### src/rtl/repvgg_acc_pkg.sv
// Shared definitions for the RepVGG BN+ReLU accelerator: register map, STATUS bits, DMA states.
package repvgg_acc_pkg;

    localparam logic [7:0] OFF_CTRL   = 8'h00;
    localparam logic [7:0] OFF_STATUS = 8'h04;
    localparam logic [7:0] OFF_SRC    = 8'h08;
    localparam logic [7:0] OFF_DST    = 8'h0C;
    localparam logic [7:0] OFF_LEN    = 8'h10;
    localparam logic [7:0] OFF_BN     = 8'h14;
    localparam logic [7:0] OFF_COUNT  = 8'h18;

    localparam int ST_BUSY = 0;
    localparam int ST_DONE = 1;
    localparam int ST_ERR  = 2;

    typedef enum logic [2:0] {
        IDLE,
        RD_CMD,
        RD_RSP,
        WR_CMD,
        WR_RSP
    } acc_state_t;

    function automatic logic [31:0] apply_wmask(input logic [31:0] old_val,
                                                input logic [31:0] new_val,
                                                input logic [3:0]  wmask);
        logic [31:0] merged;
        for (int i = 0; i < 4; i++) begin
            merged[8*i +: 8] = wmask[i] ? new_val[8*i +: 8] : old_val[8*i +: 8];
        end
        return merged;
    endfunction

endpackage

### src/rtl/repvgg_acc_bn_relu.sv
// Single int8 lane of fused BN+ReLU: clamp((x*scale + bias) >>> shift) to 0..127.
module repvgg_acc_bn_relu (
    input  logic [7:0]  x,
    input  logic [7:0]  scale,
    input  logic [3:0]  shift,
    input  logic [15:0] bias,
    output logic [7:0]  y
);

    logic signed [17:0] x_s;
    logic signed [17:0] scale_s;
    logic signed [17:0] bias_s;
    logic signed [17:0] p;
    logic signed [17:0] q;

    assign x_s     = {{10{x[7]}}, x};
    assign scale_s = {{10{scale[7]}}, scale};
    assign bias_s  = {{2{bias[15]}}, bias};
    // 8x8 product plus 16-bit bias cannot exceed 18 signed bits
    assign p       = x_s * scale_s + bias_s;
    assign q       = p >>> shift;

    assign y = q[17] ? 8'd0 : (q > 18'sd127) ? 8'd127 : q[7:0];

endmodule

### src/rtl/repvgg_acc_core.sv
// RepVGG post-processing accelerator: ICB slave register file plus a DMA FSM that
// reads SRC words, applies per-lane BN+ReLU and writes them to DST.
//
// state  | meaning
// IDLE   | no job; also retires a zero-length job one cycle after START
// RD_CMD | read command to SRC+4*COUNT presented
// RD_RSP | waiting for read data
// WR_CMD | write of processed word to DST+4*COUNT presented
// WR_RSP | waiting for write ack, then next word or finish
module repvgg_acc_core
    import repvgg_acc_pkg::*;
#(
    parameter logic [31:0] BASE_ADDR = 32'h1004_2000,
    parameter int unsigned LEN_W     = 16
) (
    input  logic        clk,
    input  logic        rst,
    input  logic        icb_cmd_valid,
    output logic        icb_cmd_ready,
    input  logic        icb_cmd_read,
    input  logic [31:0] icb_cmd_addr,
    input  logic [31:0] icb_cmd_wdata,
    input  logic [3:0]  icb_cmd_wmask,
    output logic        icb_rsp_valid,
    input  logic        icb_rsp_ready,
    output logic [31:0] icb_rsp_rdata,
    output logic        icb_rsp_err,
    output logic        acc_icb_cmd_valid,
    input  logic        acc_icb_cmd_ready,
    output logic [31:0] acc_icb_cmd_addr,
    output logic        acc_icb_cmd_read,
    output logic [31:0] acc_icb_cmd_wdata,
    output logic [3:0]  acc_icb_cmd_wmask,
    input  logic        acc_icb_rsp_valid,
    output logic        acc_icb_rsp_ready,
    input  logic        acc_icb_rsp_err,
    input  logic [31:0] acc_icb_rsp_rdata
);

    acc_state_t       state_q, state_d;
    logic [31:0]      src_q, dst_q, bn_q, result_q, result_d;
    logic [LEN_W-1:0] len_q, count_q, count_inc;
    logic             busy_q, done_q, err_q;
    logic             rsp_valid_q, rsp_err_q;
    logic [31:0]      rsp_rdata_q;
    logic [7:0]       off;
    logic [31:0]      rd_val, len_ext, cnt_ext;
    logic             cmd_fire, win_hit, cfg_off, dec_err, slv_err, wr_ok, start_ok;
    logic             job_fin, job_abort, cnt_inc, res_load;

    assign off               = icb_cmd_addr[7:0];
    assign win_hit           = icb_cmd_addr[31:8] == BASE_ADDR[31:8];
    assign icb_cmd_ready     = !rsp_valid_q;
    assign cmd_fire          = icb_cmd_valid && icb_cmd_ready;
    assign icb_rsp_valid     = rsp_valid_q;
    assign icb_rsp_err       = rsp_err_q;
    assign icb_rsp_rdata     = rsp_rdata_q;
    assign acc_icb_rsp_ready = 1'b1;
    assign len_ext           = 32'(len_q);
    assign cnt_ext           = 32'(count_q);
    assign count_inc         = count_q + LEN_W'(1);

    always_comb begin
        rd_val  = '0;
        dec_err = 1'b0;
        cfg_off = 1'b0;
        if (!win_hit) begin
            dec_err = 1'b1;
        end else begin
            case (off)
                OFF_CTRL:   rd_val = '0;
                OFF_STATUS: begin
                    rd_val[ST_BUSY] = busy_q;
                    rd_val[ST_DONE] = done_q;
                    rd_val[ST_ERR]  = err_q;
                end
                OFF_SRC:    begin rd_val = src_q;   cfg_off = 1'b1; end
                OFF_DST:    begin rd_val = dst_q;   cfg_off = 1'b1; end
                OFF_LEN:    begin rd_val = len_ext; cfg_off = 1'b1; end
                OFF_BN:     begin rd_val = bn_q;    cfg_off = 1'b1; end
                OFF_COUNT:  rd_val = cnt_ext;
                default:    dec_err = 1'b1;
            endcase
        end
        slv_err  = dec_err || (!icb_cmd_read && cfg_off && busy_q);
        wr_ok    = cmd_fire && !icb_cmd_read && !slv_err;
        start_ok = wr_ok && (off == OFF_CTRL) && icb_cmd_wmask[0] && icb_cmd_wdata[0] && !busy_q;
    end

    always_ff @(posedge clk or posedge rst) begin
        if (rst) begin
            rsp_valid_q <= 1'b0;
            rsp_err_q   <= 1'b0;
            rsp_rdata_q <= '0;
        end else if (cmd_fire) begin
            rsp_valid_q <= 1'b1;
            rsp_err_q   <= slv_err;
            rsp_rdata_q <= (icb_cmd_read && !slv_err) ? rd_val : '0;
        end else if (icb_rsp_ready) begin
            rsp_valid_q <= 1'b0;
        end
    end

    for (genvar i = 0; i < 4; i++) begin : g_lane
        repvgg_acc_bn_relu u_lane (
            .x     (acc_icb_rsp_rdata[8*i +: 8]),
            .scale (bn_q[7:0]),
            .shift (bn_q[11:8]),
            .bias  (bn_q[31:16]),
            .y     (result_d[8*i +: 8])
        );
    end

    always_ff @(posedge clk or posedge rst) begin
        if (rst) begin
            state_q <= IDLE;
        end else begin
            state_q <= state_d;
        end
    end

    always_comb begin
        state_d           = state_q;
        acc_icb_cmd_valid = 1'b0;
        acc_icb_cmd_read  = 1'b0;
        acc_icb_cmd_addr  = '0;
        acc_icb_cmd_wdata = '0;
        acc_icb_cmd_wmask = '0;
        job_fin           = 1'b0;
        job_abort         = 1'b0;
        cnt_inc           = 1'b0;
        res_load          = 1'b0;
        case (state_q)
            IDLE: begin
                if (busy_q) begin
                    job_fin = 1'b1;
                end else if (start_ok && len_q != '0) begin
                    state_d = RD_CMD;
                end
            end
            RD_CMD: begin
                acc_icb_cmd_valid = 1'b1;
                acc_icb_cmd_read  = 1'b1;
                acc_icb_cmd_addr  = src_q + (cnt_ext << 2);
                if (acc_icb_cmd_ready) state_d = RD_RSP;
            end
            RD_RSP: begin
                if (acc_icb_rsp_valid) begin
                    if (acc_icb_rsp_err) begin
                        job_abort = 1'b1;
                        state_d   = IDLE;
                    end else begin
                        res_load = 1'b1;
                        state_d  = WR_CMD;
                    end
                end
            end
            WR_CMD: begin
                acc_icb_cmd_valid = 1'b1;
                acc_icb_cmd_addr  = dst_q + (cnt_ext << 2);
                acc_icb_cmd_wdata = result_q;
                acc_icb_cmd_wmask = 4'hF;
                if (acc_icb_cmd_ready) state_d = WR_RSP;
            end
            WR_RSP: begin
                if (acc_icb_rsp_valid) begin
                    if (acc_icb_rsp_err) begin
                        job_abort = 1'b1;
                        state_d   = IDLE;
                    end else begin
                        cnt_inc = 1'b1;
                        if (count_inc < len_q) begin
                            state_d = RD_CMD;
                        end else begin
                            job_fin = 1'b1;
                            state_d = IDLE;
                        end
                    end
                end
            end
            default: state_d = IDLE;
        endcase
    end

    always_ff @(posedge clk or posedge rst) begin
        if (rst) begin
            src_q    <= '0;
            dst_q    <= '0;
            len_q    <= '0;
            bn_q     <= '0;
            count_q  <= '0;
            result_q <= '0;
            busy_q   <= 1'b0;
            done_q   <= 1'b0;
            err_q    <= 1'b0;
        end else begin
            if (wr_ok) begin
                case (off)
                    OFF_STATUS: begin
                        if (icb_cmd_wmask[0] && icb_cmd_wdata[ST_DONE]) done_q <= 1'b0;
                        if (icb_cmd_wmask[0] && icb_cmd_wdata[ST_ERR])  err_q  <= 1'b0;
                    end
                    OFF_SRC: src_q <= apply_wmask(src_q, icb_cmd_wdata, icb_cmd_wmask) & 32'hFFFF_FFFC;
                    OFF_DST: dst_q <= apply_wmask(dst_q, icb_cmd_wdata, icb_cmd_wmask) & 32'hFFFF_FFFC;
                    OFF_LEN: len_q <= LEN_W'(apply_wmask(len_ext, icb_cmd_wdata, icb_cmd_wmask));
                    OFF_BN:  bn_q  <= apply_wmask(bn_q, icb_cmd_wdata, icb_cmd_wmask);
                    default: ;
                endcase
            end
            if (start_ok) begin
                busy_q  <= 1'b1;
                done_q  <= 1'b0;
                err_q   <= 1'b0;
                count_q <= '0;
            end
            if (res_load) result_q <= result_d;
            if (cnt_inc)  count_q  <= count_inc;
            if (job_fin) begin
                busy_q <= 1'b0;
                done_q <= 1'b1;
            end
            if (job_abort) begin
                busy_q <= 1'b0;
                done_q <= 1'b1;
                err_q  <= 1'b1;
            end
        end
    end

endmodule

### config.mk
export PLATFORM = sky130hd
export DESIGN_NAME = repvgg_acc_core
export DESIGN_NICKNAME = d
export VERILOG_FILES = /design/src/rtl/repvgg_acc_pkg.sv /design/src/rtl/repvgg_acc_bn_relu.sv /design/src/rtl/repvgg_acc_core.sv
export SDC_FILE = /design/constraint.sdc
export NUM_CORES = 2
export LEC_CHECK = 0
export CELL_PAD_IN_SITES_DETAIL_PLACEMENT = 2
export CELL_PAD_IN_SITES_GLOBAL_PLACEMENT = 2
export CORE_UTILIZATION = 38
export DETAILED_ROUTE_END_ITERATION = 16
export PLACE_DENSITY = 0.84
export SKIP_CTS_REPAIR_TIMING = 1
export SYNTH_ARGS = -nofsm -noshare
export SYNTH_HDL_FRONTEND = slang
export SYNTH_SLANG_ARGS = --single-unit
### constraint.sdc
create_clock -name clk -period 8.7 [get_ports clk]
set_clock_uncertainty 0.2 [all_clocks]
set_input_delay 0.87 -clock clk [delete_from_list [all_inputs] [get_ports clk]]
set_output_delay 0.87 -clock clk [all_outputs]
set_load 0.02 [all_outputs]
==> reports/results.ini <==
[finish]
antenna_cells = 0
finalNetCount = 3775
fin_util_pct = 43.6
postLayoutCellArea_um2 = 30600
area_growth_pct = 13.6
post_route_cells_drive_above_1_share_pct = 7.84

[sta]
unrepaired_setup_endpoints_after_global_routing = false
slew_viol_final = 0
min_period_ns = 7.90
finalSetupViolCount = 0
final_worst_setup_slack_ns = 0.802
worst_slew_margin_rel_pct = 16.9
max_freq_mhz = 127
hold_viol_final = 0
final_min_period_over_clock_period_pct = 90.8
transition_time_at_the_pin_with_the_least_slew_margin_ns = 1.24
setup-tns-final_ns = 0

[floorplan]
placement_rows = 97
start_util_pct = 38.4
x_dimension_of_the_die_um = 268
core_area_um2 = 70100
die_y_um = 268
fp.dieArea_um2 = 72000
io_pins = 214

[placement]
placement.io_buffers = 210
total_placed_instance_area_um2 = 30000
pre_cts_worst_setup_slack_ns = 0.417
detailed_place_hpwl_um = 85900
globalplace.congestion = 0.879

[setup_path]
worst_r2r_startpoint = bn_q[0]
timing.critical_path.mode_cell = sky130_fd_sc_hd__fa_1
crit_buf_inv = 5
critical-path-max-stage-delay_ns = 0.93
reg2regPathDepth = 21
critPathTopFamily = adder cells
timing.rr.end = result_q[30]
critPathSlowestCell = sky130_fd_sc_hd__dfrtp_1
arrival_worst_endpoint_ns = 8.04
worstPathCellList = buf_4 -> and2_1 -> inv_1 -> fa_1 -> fa_1 -> fa_1 -> inv_1 -> fa_1 -> inv_1 -> fa_1 -> inv_1 -> ha_1 -> o21ai_1 -> o21ai_1 -> nand2_1 -> o21ai_1 -> xnor2_1 -> o21ai_0 -> a2111oi_0 -> a31o_2 -> o311ai_1
critical_path.max_fanout = 14
reg2reg_setup_slack_ns = 0.80
setup.worst_path.class = reg -> reg
crit_path_start_kind = flop
critPathCaptureType = flop
cp.required_ns = 8.84

[route]
drt-initial-drc-count = 1280
route.detailed.vias_per_inst = 5.78
detail_route.wirelength_um = 106000
routed-via-count = 23800
wl_per_cell_um = 25.7
drc_errors = 0
drt_first_pass_iters = 5
drtAntennaViolNets = 0

[logic_synthesis]
post_synth_instance_area_um2 = 26900
synth-edff-count = 0
synth_area_per_cell_um2 = 8.84
netlist_instances = 3049
ys_dominant_reg_cell = sky130_fd_sc_hd__dfrtp_1
synth_most_common_cell = sky130_fd_sc_hd__inv_1
yosys_register_bits = 196
most_used_standard_cells_in_the_synthesized_netlist = sky130_fd_sc_hd__inv_1 (427), sky130_fd_sc_hd__nand2_1 (385), sky130_fd_sc_hd__fa_1 (305)
async_flop_share_pct = 100
synth-seq-area-share_pct = 18.2
ys_types = 92
post-synth-top-area-fraction_pct = 22.7
yosys_warnings = 0
most_area_hungry_cell_type_in_the_yosys_netlist = sky130_fd_sc_hd__fa_1
synth_top_cells_by_area = sky130_fd_sc_hd__fa_1 (23%), sky130_fd_sc_hd__dfrtp_1 (18%), sky130_fd_sc_hd__ha_1 (8.7%)

[flow_run]
drv.max_cap_violation_count = 0

[power_and_ir_drop]
p_leak_nw = 14.3
vdd_drop_max_mv = 0.180
power_density_nw_per_um2 = 72.2

[clocking]
clock_sinks = 196
cts_htree_levels = 4
clockRootBuffer = sky130_fd_sc_hd__clkbuf_16
clock_tree.buffer_depth = 2
cts-buffers-inserted = 17
tritoncts = built
worst_skew_pair_later_pin_latency_ns = 0.49
clk_transition_reported_paths_ns = 0.08

[min_path]
min_to = icb_rsp_rdata[12]
timing.hold.worst.start = icb_rsp_rdata[12]
min-delay-path-class = reg -> reg
hold_depth = 2

[global_routing]
grt_remaining_overflow = 0
initial_antenna_violation_count = 3
first_global_vias = 27900
grt_first_pass_wirelength_um = 164000
grt_use_total_pct = 29.9
grt_start_max_net_pins = 111

[run_status]
result_of_the_run = finished, final reports clean

tightest hold or removal path: cells and delay by family, from the launching register on:
family | cells | cell delay, ns
compound gates | 1 | 0.06
simple gates | 1 | 0.05
flops | 1 | 0.35
cells in the final DEF (no fill, tap or decap), drive strengths merged, types with 13 or more instances in the layout:
cell type	n
mux4	16
a21o	39
o211ai	28
or2	13
mux2i	44
o21bai	13
a21oi	105
nand3	55
clkdlybuf4s50	210
nor4	25
nand2b	29
a221oi	22
nand2	385
xnor2	65
nand4	20
a211oi	33
xor2	33
o21ai	145
and2	136
nor3	36
a31oi	17
clkbuf	17
fa	305
ha	188
a22oi	20
dfrtp	196
and3	16
inv	441
mux2	123
buf	42
nor2b	18
a22o	15
nor2	148
metal layers:
metal  global-route usage [%]  vias to the layer above  part of all wire (%)
met5                        0                        -                0.0075
met2                     56.4                      563                    54
li1                         -                    10500                     -
met4                     11.8                        2                   3.9
met3                     3.41                      211                   2.9
met1                     34.1                    12600                    39
logic make-up after synthesis:
| family | share of synthesized area [%] |
|---|---|
| mux | 8.11 |
| buf+inv | 8.21 |
| other cells | 0.0279 |
| fa+ha+maj | 31.4 |
| xor+xnor | 3.21 |
| compound gates | 14.2 |
| simple gates | 16.6 |
| flops | 18.2 |
area by class of cell:
cell class | instances | area [um^2]
flip-flops and latches | 196 | 4910
multi-input cells | 2273 | 19800
inverters | 434 | 1640
fillers | 7702 | 39500
well taps | 940 | 1180
clock inverters | 15 | 181
repair buffers | 252 | 2440
clock buffers | 17 | 425
worst max-delay path by stage:
stage | end | cells past startpoint | slack, ns | start
after detailed placement | result_q[18] | 21 | 0.42 | acc_icb_rsp_rdata[23]
after floorplan | result_q[22] | 20 | 1.90 | acc_icb_rsp_rdata[23]
final | result_q[30] | 21 | 0.80 | bn_q[0]
after global placement | result_q[20] | 21 | 0.74 | acc_icb_rsp_rdata[23]
after CTS | result_q[30] | 21 | 0.90 | bn_q[0]
after global routing | result_q[30] | 21 | 0.45 | bn_q[0]
power by group:
part	total [mW]	internal, mW	switching [mW]
sequential	0.997	0.944	0.0529
clock	0.848	0.414	0.434
combinational	0.364	0.143	0.222
total	2.21	1.50	0.709
sequential cells by signal, indices dropped and copies added, names as in the netlist:
name	count
bn_q	32
icb_rsp_valid	1
count_q	16
err_q	1
state_q	3
busy_q	1
src_q	30
dst_q	30
done_q	1
result_q	32
icb_rsp_err	1
len_q	16
icb_rsp_rdata	32
metrics by stage:
step,hold WS (ns),power (mW),instances
2_1_floorplan,0.241,1.18,3050
5_1_grt,0.311,2.28,4127
6_report,0.283,2.21,4127
3_5_place_dp,0.267,1.38,4095
4_1_cts,0.290,2.23,4127
3_3_place_gp,0.264,1.35,4095
Power figures use the tool's default switching activity.
